$ cat src/rtl/ap_ctrl_pkg.sv
// Shared types and default sizing for the HLS block-level control launcher.
// Imported by the launcher top and its timestamp FIFO.
package ap_ctrl_pkg;

    typedef enum logic [1:0] {
        IDLE,
        RUN,
        DRAIN,
        FIN
    } state_e;

    localparam int CNT_W_DEF = 32;
    localparam int NUM_W_DEF = 16;
    localparam int DEPTH_DEF = 4;

endpackage

$ cat src/rtl/ap_ctrl_launcher_if.sv
// Kernel block-level control handshake (ap_start/ap_ready/ap_done/ap_continue).
// master = launcher side, slave = generated kernel side.
interface ap_ctrl_launcher_if;

    logic k_ap_start;
    logic k_ap_ready;
    logic k_ap_done;
    logic k_ap_continue;

    modport master (
        output k_ap_start,
        output k_ap_continue,
        input  k_ap_ready,
        input  k_ap_done
    );

    modport slave (
        input  k_ap_start,
        input  k_ap_continue,
        output k_ap_ready,
        output k_ap_done
    );

endinterface

$ cat src/rtl/ap_ctrl_ts_fifo.sv
// Small synchronous FIFO carrying {start timestamp, interval} per transaction.
// Same-cycle push and pop are allowed; ap_rst flushes it.
import ap_ctrl_pkg::*;

module ap_ctrl_ts_fifo #(
    parameter int W     = 2 * CNT_W_DEF,
    parameter int DEPTH = DEPTH_DEF
) (
    input  logic         clk,
    input  logic         rst,
    input  logic         push,
    input  logic [W-1:0] wdata,
    input  logic         pop,
    output logic [W-1:0] rdata,
    output logic         full,
    output logic         empty
);

    localparam int AW = $clog2(DEPTH);

    logic [W-1:0]  mem_q [DEPTH];
    logic [AW-1:0] wptr_q, wptr_d;
    logic [AW-1:0] rptr_q, rptr_d;
    logic [AW:0]   cnt_q, cnt_d;
    logic          do_push;
    logic          do_pop;

    assign full    = (cnt_q == (AW+1)'(DEPTH));
    assign empty   = (cnt_q == '0);
    assign do_push = push && !full;
    assign do_pop  = pop && !empty;
    assign rdata   = mem_q[rptr_q];

    always_comb begin
        wptr_d = wptr_q;
        rptr_d = rptr_q;
        cnt_d  = cnt_q;
        if (do_push) wptr_d = wptr_q + AW'(1);
        if (do_pop)  rptr_d = rptr_q + AW'(1);
        unique case (1'b1)
            do_push && !do_pop: cnt_d = cnt_q + (AW+1)'(1);
            do_pop && !do_push: cnt_d = cnt_q - (AW+1)'(1);
            default:            cnt_d = cnt_q;
        endcase
    end

    always_ff @(posedge clk) begin
        if (rst) begin
            wptr_q <= '0;
            rptr_q <= '0;
            cnt_q  <= '0;
        end else begin
            wptr_q <= wptr_d;
            rptr_q <= rptr_d;
            cnt_q  <= cnt_d;
        end
    end

    // Storage is not reset; the pointers alone define valid contents.
    always_ff @(posedge clk) begin
        if (do_push) mem_q[wptr_q] <= wdata;
    end

endmodule

$ cat src/rtl/ap_ctrl_launcher.sv
// Issues N kernel invocations (serial or chained) over ap_ctrl_hs and
// reports per-transaction latency and start-to-start interval.
import ap_ctrl_pkg::*;

module ap_ctrl_launcher #(
    parameter int CNT_W = CNT_W_DEF,
    parameter int NUM_W = NUM_W_DEF,
    parameter int DEPTH = DEPTH_DEF
) (
    input  logic             ap_clk,
    input  logic             ap_rst,
    input  logic             cmd_valid,
    output logic             cmd_ready,
    input  logic [NUM_W-1:0] cmd_count,
    input  logic             cmd_chain,
    ap_ctrl_launcher_if.master kif,
    output logic             busy,
    output logic             stat_valid,
    output logic [NUM_W-1:0] stat_index,
    output logic [CNT_W-1:0] stat_latency,
    output logic [CNT_W-1:0] stat_interval,
    output logic             done_pulse
);

    localparam int OW = $clog2(DEPTH) + 1;

    state_e           state_q, state_d;
    logic [CNT_W-1:0] tick_q, tick_d;
    logic [CNT_W-1:0] rise_q, rise_d;
    logic [CNT_W-1:0] prev_q, prev_d;
    logic             hold_q, hold_d;
    logic [NUM_W-1:0] count_q, count_d;
    logic             chain_q, chain_d;
    logic [NUM_W-1:0] issued_q, issued_d;
    logic [NUM_W-1:0] cmpl_q, cmpl_d;
    logic [OW-1:0]    outst_q, outst_d;
    logic             sv_q, sv_d;
    logic [NUM_W-1:0] sidx_q, sidx_d;
    logic [CNT_W-1:0] slat_q, slat_d;
    logic [CNT_W-1:0] sint_q, sint_d;

    logic               active;
    logic               start;
    logic               accept;
    logic               cmpl;
    logic               f_full;
    logic               f_empty;
    logic [CNT_W-1:0]   rise_ts;
    logic [CNT_W-1:0]   int_push;
    logic [CNT_W-1:0]   ts_pop;
    logic [CNT_W-1:0]   int_pop;
    logic [2*CNT_W-1:0] pop_data;

    assign active = (state_q == RUN) || (state_q == DRAIN);

    assign start = (state_q == RUN)
                && (issued_q < count_q)
                && (outst_q < OW'(DEPTH))
                && !f_full
                && (chain_q || (outst_q == '0));

    assign kif.k_ap_start    = start;
    assign kif.k_ap_continue = kif.k_ap_done && active;

    assign accept = start && kif.k_ap_ready;
    assign cmpl   = kif.k_ap_done && active && !f_empty;

    // Timestamp is held from the first cycle start was raised, not the accept.
    assign rise_ts  = hold_q ? rise_q : tick_q;
    assign int_push = (issued_q == '0) ? '0 : tick_q - prev_q;
    assign {ts_pop, int_pop} = pop_data;

    ap_ctrl_ts_fifo #(
        .W     (2 * CNT_W),
        .DEPTH (DEPTH)
    ) u_fifo (
        .clk   (ap_clk),
        .rst   (ap_rst),
        .push  (accept),
        .wdata ({rise_ts, int_push}),
        .pop   (cmpl),
        .rdata (pop_data),
        .full  (f_full),
        .empty (f_empty)
    );

    always_comb begin
        state_d  = state_q;
        tick_d   = tick_q + CNT_W'(1);
        rise_d   = rise_q;
        prev_d   = prev_q;
        hold_d   = 1'b0;
        count_d  = count_q;
        chain_d  = chain_q;
        issued_d = issued_q;
        cmpl_d   = cmpl_q;
        outst_d  = outst_q;
        sv_d     = 1'b0;
        sidx_d   = sidx_q;
        slat_d   = slat_q;
        sint_d   = sint_q;

        if (start && !kif.k_ap_ready) begin
            hold_d = 1'b1;
            rise_d = rise_ts;
        end
        if (accept) begin
            issued_d = issued_q + NUM_W'(1);
            prev_d   = tick_q;
        end
        if (cmpl) begin
            sv_d   = 1'b1;
            sidx_d = cmpl_q;
            slat_d = tick_q - ts_pop;
            sint_d = int_pop;
            cmpl_d = cmpl_q + NUM_W'(1);
        end

        unique case (1'b1)
            accept && !cmpl: outst_d = outst_q + OW'(1);
            cmpl && !accept: outst_d = outst_q - OW'(1);
            default:         outst_d = outst_q;
        endcase

        unique case (state_q)
            IDLE: begin
                if (cmd_valid) begin
                    count_d  = cmd_count;
                    chain_d  = cmd_chain;
                    issued_d = '0;
                    cmpl_d   = '0;
                    state_d  = (cmd_count == '0) ? FIN : RUN;
                end
            end
            RUN: begin
                if (issued_q == count_q) state_d = DRAIN;
            end
            DRAIN: begin
                // Last stat is on the outputs in the cycle this fires.
                if (outst_q == '0 && cmpl_q == count_q) state_d = FIN;
            end
            FIN: state_d = IDLE;
            default: state_d = IDLE;
        endcase
    end

    always_ff @(posedge ap_clk) begin
        if (ap_rst) begin
            state_q  <= IDLE;
            tick_q   <= '0;
            rise_q   <= '0;
            prev_q   <= '0;
            hold_q   <= 1'b0;
            count_q  <= '0;
            chain_q  <= 1'b0;
            issued_q <= '0;
            cmpl_q   <= '0;
            outst_q  <= '0;
            sv_q     <= 1'b0;
            sidx_q   <= '0;
            slat_q   <= '0;
            sint_q   <= '0;
        end else begin
            state_q  <= state_d;
            tick_q   <= tick_d;
            rise_q   <= rise_d;
            prev_q   <= prev_d;
            hold_q   <= hold_d;
            count_q  <= count_d;
            chain_q  <= chain_d;
            issued_q <= issued_d;
            cmpl_q   <= cmpl_d;
            outst_q  <= outst_d;
            sv_q     <= sv_d;
            sidx_q   <= sidx_d;
            slat_q   <= slat_d;
            sint_q   <= sint_d;
        end
    end

    assign cmd_ready     = (state_q == IDLE);
    assign busy          = (state_q != IDLE);
    assign done_pulse    = (state_q == FIN);
    assign stat_valid    = sv_q;
    assign stat_index    = sidx_q;
    assign stat_latency  = slat_q;
    assign stat_interval = sint_q;

endmodule

$ cat src/flat_wrapper.sv
// flat-port wrapper written by rule: the top's interface ports become plain ports
module ap_ctrl_launcher_flat 
#(
    parameter int CNT_W = CNT_W_DEF,
    parameter int NUM_W = NUM_W_DEF,
    parameter int DEPTH = DEPTH_DEF
)
  (ap_clk, ap_rst, cmd_valid, cmd_ready, cmd_count, cmd_chain, busy, stat_valid, stat_index, stat_latency, stat_interval, done_pulse, kif_k_ap_start, kif_k_ap_continue, kif_k_ap_ready, kif_k_ap_done);
  ap_ctrl_launcher_if kif_i ();
  input  logic ap_clk;
  input  logic ap_rst;
  input  logic cmd_valid;
  output logic cmd_ready;
  input  logic [NUM_W-1:0] cmd_count;
  input  logic cmd_chain;
  output logic busy;
  output logic stat_valid;
  output logic [NUM_W-1:0] stat_index;
  output logic [CNT_W-1:0] stat_latency;
  output logic [CNT_W-1:0] stat_interval;
  output logic done_pulse;
  output wire logic [$bits(kif_i.k_ap_start)-1:0] kif_k_ap_start;
  output wire logic [$bits(kif_i.k_ap_continue)-1:0] kif_k_ap_continue;
  input wire logic [$bits(kif_i.k_ap_ready)-1:0] kif_k_ap_ready;
  input wire logic [$bits(kif_i.k_ap_done)-1:0] kif_k_ap_done;
  assign kif_k_ap_start = kif_i.k_ap_start;
  assign kif_k_ap_continue = kif_i.k_ap_continue;
  assign kif_i.k_ap_ready = kif_k_ap_ready;
  assign kif_i.k_ap_done = kif_k_ap_done;
  ap_ctrl_launcher #(.CNT_W(CNT_W), .NUM_W(NUM_W), .DEPTH(DEPTH)) u_core (.ap_clk(ap_clk), .ap_rst(ap_rst), .cmd_valid(cmd_valid), .cmd_ready(cmd_ready), .cmd_count(cmd_count), .cmd_chain(cmd_chain), .kif(kif_i), .busy(busy), .stat_valid(stat_valid), .stat_index(stat_index), .stat_latency(stat_latency), .stat_interval(stat_interval), .done_pulse(done_pulse));
endmodule
$ cat config.mk
export PLATFORM = sky130hd
export DESIGN_NAME = ap_ctrl_launcher_flat
export DESIGN_NICKNAME = d
export VERILOG_FILES = /design/src/rtl/ap_ctrl_pkg.sv /design/src/rtl/ap_ctrl_launcher_if.sv /design/src/rtl/ap_ctrl_ts_fifo.sv /design/src/rtl/ap_ctrl_launcher.sv /design/src/flat_wrapper.sv
export SDC_FILE = /design/constraint.sdc
export NUM_CORES = 1
export LEC_CHECK = 0
export CELL_PAD_IN_SITES_DETAIL_PLACEMENT = 1
export CELL_PAD_IN_SITES_GLOBAL_PLACEMENT = 1
export CORE_MARGIN = 5
export CORE_UTILIZATION = 25
export DETAILED_ROUTE_END_ITERATION = 16
export PLACE_DENSITY = 0.42
export SLEW_MARGIN = 30
export SYNTH_ARGS = -nofsm -noshare
export SYNTH_HDL_FRONTEND = slang
export SYNTH_SLANG_ARGS = --single-unit
$ cat constraint.sdc
create_clock -name ap_clk -period 4.55 [get_ports ap_clk]
set_clock_uncertainty 0.1 [all_clocks]
set_input_delay 0.91 -clock ap_clk [delete_from_list [all_inputs] [get_ports ap_clk]]
set_output_delay 0.91 -clock ap_clk [all_outputs]
set_load 0.01 [all_outputs]
# [Yosys cells after proc, flatten, opt, wreduce, memory -nomap -nowiden]
# Memories as Yosys holds them, arrays and structs flattened. A register that Yosys moved wholly into a read port is not among the register bits.
# Index checks and enable logic that the tools add are counted.
[word_totals] ff_bits=239 latchBits=0 ramBits=256 mem_bits_ro=0 output_inout_bits=86 n_memories=1
[classes] n_addsub=11 multipliers=0 n_div=0 order_cmp=2 n_eq_ne=9 shifts=0 mux=21 n_bitwise=0 n_reduce_logical=34
[memory_table] memory="u_core.u_fifo.mem_q" words=4 word_bits=64 read_ports=1 rd_ports_with_merged_regs=1 write_ports=1 line="ap_ctrl_ts_fifo.sv:21" source="logic [W-1:0] mem_q [DEPTH];"
[op_table] operator="two-way mux 16 bit" n=6
[op_table] operator="two-way mux 32 bit" n=2
[op_table] operator="subtractor 32 bit" n=2
[op_table] operator="adder 16 x 1 -> 16 bit, second input constant" n=2
[op_table] operator="adder 32 x 1 -> 32 bit, second input constant" n=1
[op_table] operator="equality test 16 bit" n=2
[op_table] operator="zero test 16 bit" n=2
[op_table] operator="less-than comparator 16 bit" n=1
[op_table] operator="logical AND 1 bit" n=15
[op_table] operator="two-way mux 2 bit" n=6
[op_table] operator="one-hot mux 3 bit (2 select lines)" n=2
[op_table] operator="one-hot mux 2 bit (4 select lines)" n=1
[op_table] operator="zero test 1 bit" n=7
[op_table] operator="adder 3 x 1 -> 3 bit, second input constant" n=2
[op_table] operator="zero test 3 bit" n=2
[op_table] operator="inequality test 2 bit, second input constant" n=3
[op_table] operator="nonzero test 2 bit" n=3
[op_table] operator="subtractor 3 x 1 -> 3 bit, second input constant" n=2
[op_table] operator="adder 2 x 1 -> 2 bit, second input constant" n=2
[op_table] operator="equality test 2 bit, second input constant" n=2
[op_table] operator="two-way mux 1 bit" n=4
[op_table] operator="equality test 3 bit, second input constant" n=1
[op_table] operator="less-than comparator 3 bit, second input constant" n=1
[op_table] operator="AND reduction 3 bit" n=1
[op_table] operator="4 further kinds" n=5

# [Depth between registers and ports, before layout]
[logic_depth] ltp_word=10 depth_mapped=18 depth_no_buf=15

# [By module]
# From an unflattened synthesis, not the netlist that was laid out.
[unflattened] cells_unflattened=2085 hier_area_um2=23000.8
[by_module_without_submodules] module="ap_ctrl_launcher" instances=1 cells_per_inst=1697 area_per_inst_um2=13215.2 seq_area_each_um2=4644.5
[by_module_without_submodules] module="ap_ctrl_ts_fifo" instances=1 cells_per_inst=388 area_per_inst_um2=9785.6 seq_area_each_um2=7867.5

# [Worst setup path after synthesis]
# No wires, ideal clock.
[synth_path] path_type="reg-to-reg" start="reg (tool-made name)" end="reg u_core.slat_q[26] (netlist: u_core.stat_latency[26])" arrival_time_ps=3871 path_slack_ps=459 stages_incl_launch_ff=15 path_buffers=2 period_less_slack_ps=4091 path_cell_list="dfxtp_1 > clkbuf_1 > buf_1 > mux4_2 > ha_1 > fa_1 > nand2b_1 > a211oi_1 > o211a_1 > o2111ai_2 > nand4b_1 > a221oi_2 > o21ai_1 > nor4b_1 > a211o_1"
[synth_lines] item="end signal, assigned" line="ap_ctrl_launcher.sv:176" source="slat_q <= slat_d;"
[synth_lines] item="end, declared" line="ap_ctrl_launcher.sv:39" source="logic [CNT_W-1:0] slat_q, slat_d;"

# [Worst setup path after layout]
[layout_path] start="reg u_core.count_q[13]" end="out kif_k_ap_start"
[layout_via] elab_chain_len=5
[layout_rtl] item="start, declared" line="ap_ctrl_launcher.sv:32" source="logic [NUM_W-1:0] count_q, count_d;"
[layout_rtl] item="start signal, assigned" line="ap_ctrl_launcher.sv:169" source="count_q <= count_d;"
[layout_rtl] item="less-than comparator 16 bit" line="ap_ctrl_launcher.sv:57" source="&& (issued_q < count_q)"
[layout_rtl] item="logical AND 1 bit" line="ap_ctrl_launcher.sv:57"
[layout_rtl] item="logical AND 1 bit" line="ap_ctrl_launcher.sv:58" source="&& (outst_q < OW'(DEPTH))"
[layout_rtl] item="logical AND 1 bit" line="ap_ctrl_launcher.sv:59" source="&& !f_full"
[layout_rtl] item="logical AND 1 bit" line="ap_ctrl_launcher.sv:60" source="&& (chain_q || (outst_q == '0));"
[layout_rtl] item="end, declared" line="flat_wrapper.sv:22" source="output wire logic [$bits(kif_i.k_ap_start)-1:0] kif_k_ap_start;"
# Every way passes these cells.

==> summary.md <==
| Metric | Value |
|---|---|
| Status | `complete, no violations` |
| Hold Crit Depth | `2` |
| # fillers | `9,934` |
| Final Hold Viols | `0` |
| Slew Viols, Final | `0` |
| DRT Pass-1 Iters | `4` |
| Largest net degree at the start of global routing | `170` |
| Max_cap viols | `0` |
| Seq cells post-synth | `497` |
| Register area share after synthesis | `55.1%` |
| Port Buf Inserts | `107` |
| Total Power | `12.1 mW` |
| Final wirelength | `65,200 um` |
| DIE AREA | `0.0969 mm2` |
| Initial antenna violation count | `1` |
| Ranking of synthesized cells by area | `edfxtp_1 (34%), dfxtp_1 (21%), mux4_2 (6.4%), ha_1 (5.1%), nand2_1 (4.9%)` |
| WHS Endpoint | `u_core.stat_interval[17]` |
| Wirelength per Cell | `19.2 um` |
| Clk sinks | `497` |
| RSZ-0062 raised after global routing | `no` |
| Fin crit share | `89.8%` |
| H-tree levels | `2` |
| Syn_nets | `2,163` |
| Avg Vias per Cell | `4.59` |
| Initial DRC Count | `649` |
| CTS root buffer | `clkbuf_16` |
| TritonCTS Buffers | `60` |
| Synth cell types | `68` |
| Area of the multi-input gates | `0.00939 mm2` |
| Clock Latency Late Sink | `0.62 ns` |
| Drc violations | `0` |
| Worst Path Max Fanout | `3` |
| Reg2Reg Setup Slack | `0.54 ns` |
| Crit path launch | `u_core.count_q[13]` |
| Placeable Area | `0.0900 mm2` |
| CP required | `3.54 ns` |
| PwrDens | `443 mW/mm2` |
| Worst-case reg-to-reg path depth | `12` |
| Clock period minus worst slack | `4.08 ns` |
| Slew HR | `35.9%` |
| Share of layout cells above drive strength 1 | `11.5%` |
| # diodes | `0` |
| R2r endpoint | `u_core.stat_latency[30]` |
| Hold_sp | `u_core.stat_interval[17]` |
| Worst-Margin Slew | `0.961 ns` |
| Fin nets | `2,281` |
| Crit path kind | `reg2out` |
| DP HPWL | `43,500 um` |
| Lkg Pwr | `9.70 nW` |
| Syn Inst Count | `2,045` |
| Num ports | `108` |
| Ys flop type | `edfxtp_1` |
| Post-CTS resize count | `0` |
| GP Congestion | `0.753` |
| Final global-route overflow total | `0` |
| Die Height | `311 um` |
| Die X | `311 um` |
| Final ANT Viol Nets | `0` |
| Total Routing Usage GR | `13.3%` |
| CP endpoint kind | `primary output` |
| Final setup violation count | `0` |
| Yosys top cell by area | `edfxtp_1` |
| Setup TNS | `0 ns` |
| Startpoint Class | `flip-flop` |
| Maximum clock frequency | `0.245 GHz` |
| Worst hold-check path type | `reg2reg` |
| VDD IR max | `0.280 mV` |
| Via count | `15,600` |
| CTS clk-pin slew, worst paths | `0.06 ns` |
| Post-Syn Area | `0.0227 mm2` |
| CP arrival | `3.07 ns` |
| First-pass GRT wire length | `102,000 um` |
| Maximum buffer depth of the clock tree | `3` |
| Vias in the first global route | `16,800` |
| CTS Hold Bufs | `0` |
| Post-synth EDFFs | `256` |
| Post-CTS setup buffers | `0` |
| Initial Util | `25.2%` |
| Synth top area share | `33.9%` |
| Post-synth ARST share | `0%` |
| CTS tree | `done` |
| Row count | `110` |
| Syn. warnings | `0` |
| Area grow syn2layout | `20.9%` |
| Mean Syn Cell Area | `11.1 um2` |
| Sequential cell area | `0.0125 mm2` |
## cell type report
type / instances / area share [%]
repair buffers: 148 / 5.40
clock inverters: 35 / 1.68
inverters: 119 / 1.63
multi-input cells: 1337 / 34.2
clock buffers: 79 / 6.04
flip-flops and latches: 497 / 45.6
well taps: 1176 / 5.37
## Yosys cell counts (3+ instances only)
master and instances:
mux4_2 64, inv_1 118, a21oi_1 185, o31ai_1 7
nor3_1 16, nor4_1 9, ha_1 92, mux2i_1 35
edfxtp_1 256, a21o_1 26, a31oi_1 8, or3_1 17
o21ai_1 8, nand4_1 23, mux2_2 27, o21a_1 9
buf_4 4, or2_2 5, dfxtp_1 241, fa_1 4
o21bai_1 8, nand3_1 42, nand2b_1 10, xor2_1 68
a211o_1 5, nand2_1 297, buf_1 5, a211oi_1 14
and3_1 20, and2_1 14, nor4b_1 4, xnor2_1 50
clkbuf_1 71, and4_1 6, o21ai_0 49, nor2_1 159
o211ai_1 4, buf_2 12, a311oi_1 3, nor2b_1 11
## where the power goes
group	switching [mW]	internal (mW)	leakage, nW
registers	0.138	4.94	4.36
logic	1.21	0.772	4.30
clock network	1.96	3.13	1.03
total	3.31	8.84	9.70
## metrics by stage
stage               hold slack (ns)  cells  cell area [um2]  setup slack [ns]  util (%)
finish                        0.354   3391            27400             0.466      30.5
global route                  0.370   3391            27400             0.181      30.5
CTS                           0.356   3391            27400             0.375      30.5
detailed placement            0.347   3277            25300             0.627      28.1
global placement              0.345   3277            25300             0.596      28.1
floorplan                     0.336   2045            22700             0.459         -
## worst max path at each step
stage	endpoint	cells after the start
6_report	kif_k_ap_start	8
5_1_grt	kif_k_ap_start	9
4_1_cts	kif_k_ap_start	8
3_5_place_dp	u_core.stat_latency[26]	13
3_3_place_gp	u_core.stat_latency[30]	12
2_1_floorplan	u_core.stat_latency[26]	14
## state kept, by name (all words and copies together), names as in the netlist, 2 cells and up, named ones only
name                  count
u_core.cmpl_q            16
u_core.count_q           16
u_core.issued_q          16
u_core.outst_q            3
u_core.prev_q            32
u_core.rise_q            32
u_core.stat_index        16
u_core.stat_interval     32
u_core.stat_latency      32
u_core.state_q            2
u_core.tick_q            32
u_core.u_fifo.cnt_q       3
u_core.u_fifo.mem_q     256
u_core.u_fifo.rptr_q      2
u_core.u_fifo.wptr_q      2
## layer usage
metal / wire (um) / global-route usage, %
met4: 1130 / 2.78
met3: 1660 / 2.01
met1: 30300 / 17.4
met5: 0 / 0
met2: 32100 / 23.4
## critical path: stages, from the launching register on
cell             delay [ns]
dfxtp_1                0.43
inv_1                  0.07
ha_1                   0.29
a21oi_1                0.14
o22ai_1                0.11
a311oi_1               0.31
o21ai_0                0.24
a21oi_1                0.24
clkdlybuf4s50_1        0.62
## cell families (layout without fill, tap and decap cells)
kind of cell / count (synthesis) / in the layout / share of synthesized area (%)
XOR/XNOR: 118 / 118 / 4.55
buffers and inverters: 211 / 381 / 3.62
adder cells (fa/ha/maj): 96 / 96 / 5.43
AO/OA/AOI/OAI: 352 / 352 / 9.34
multiplexers: 128 / 128 / 9.33
flip-flops: 497 / 497 / 55.1
AND/OR/NAND/NOR: 643 / 643 / 12.6
## layout by cell type, fill, tap and decap left out, types with 7 or more instances in the layout
master           count
and2_1               9
mux2_2              27
o21bai_1             8
xnor2_1             50
nor4_1               9
clkdlybuf4s50_1    106
ha_1                92
dfxtp_1            239
o21a_1               9
a21o_1              26
clkbuf_16           62
nor2_1             159
mux2i_1             35
xor2_1              68
nand3_1             42
edfxtp_1           256
a31oi_1              8
or3_1               17
nand2_1            297
mux4_2              64
bufinv_16           10
a211oi_1            13
inv_1              117
o21ai_1              8
buf_4               33
nand4_1             23
o21ai_0             49
nor3_1              16
clkinv_2            14
nor2b_1             11
clkinv_1             7
clkbuf_1            13
buf_12               8
and3_1              20
a21oi_1            185
nand2b_1            10
No activity file was read; power rests on OpenSTA's default activity.
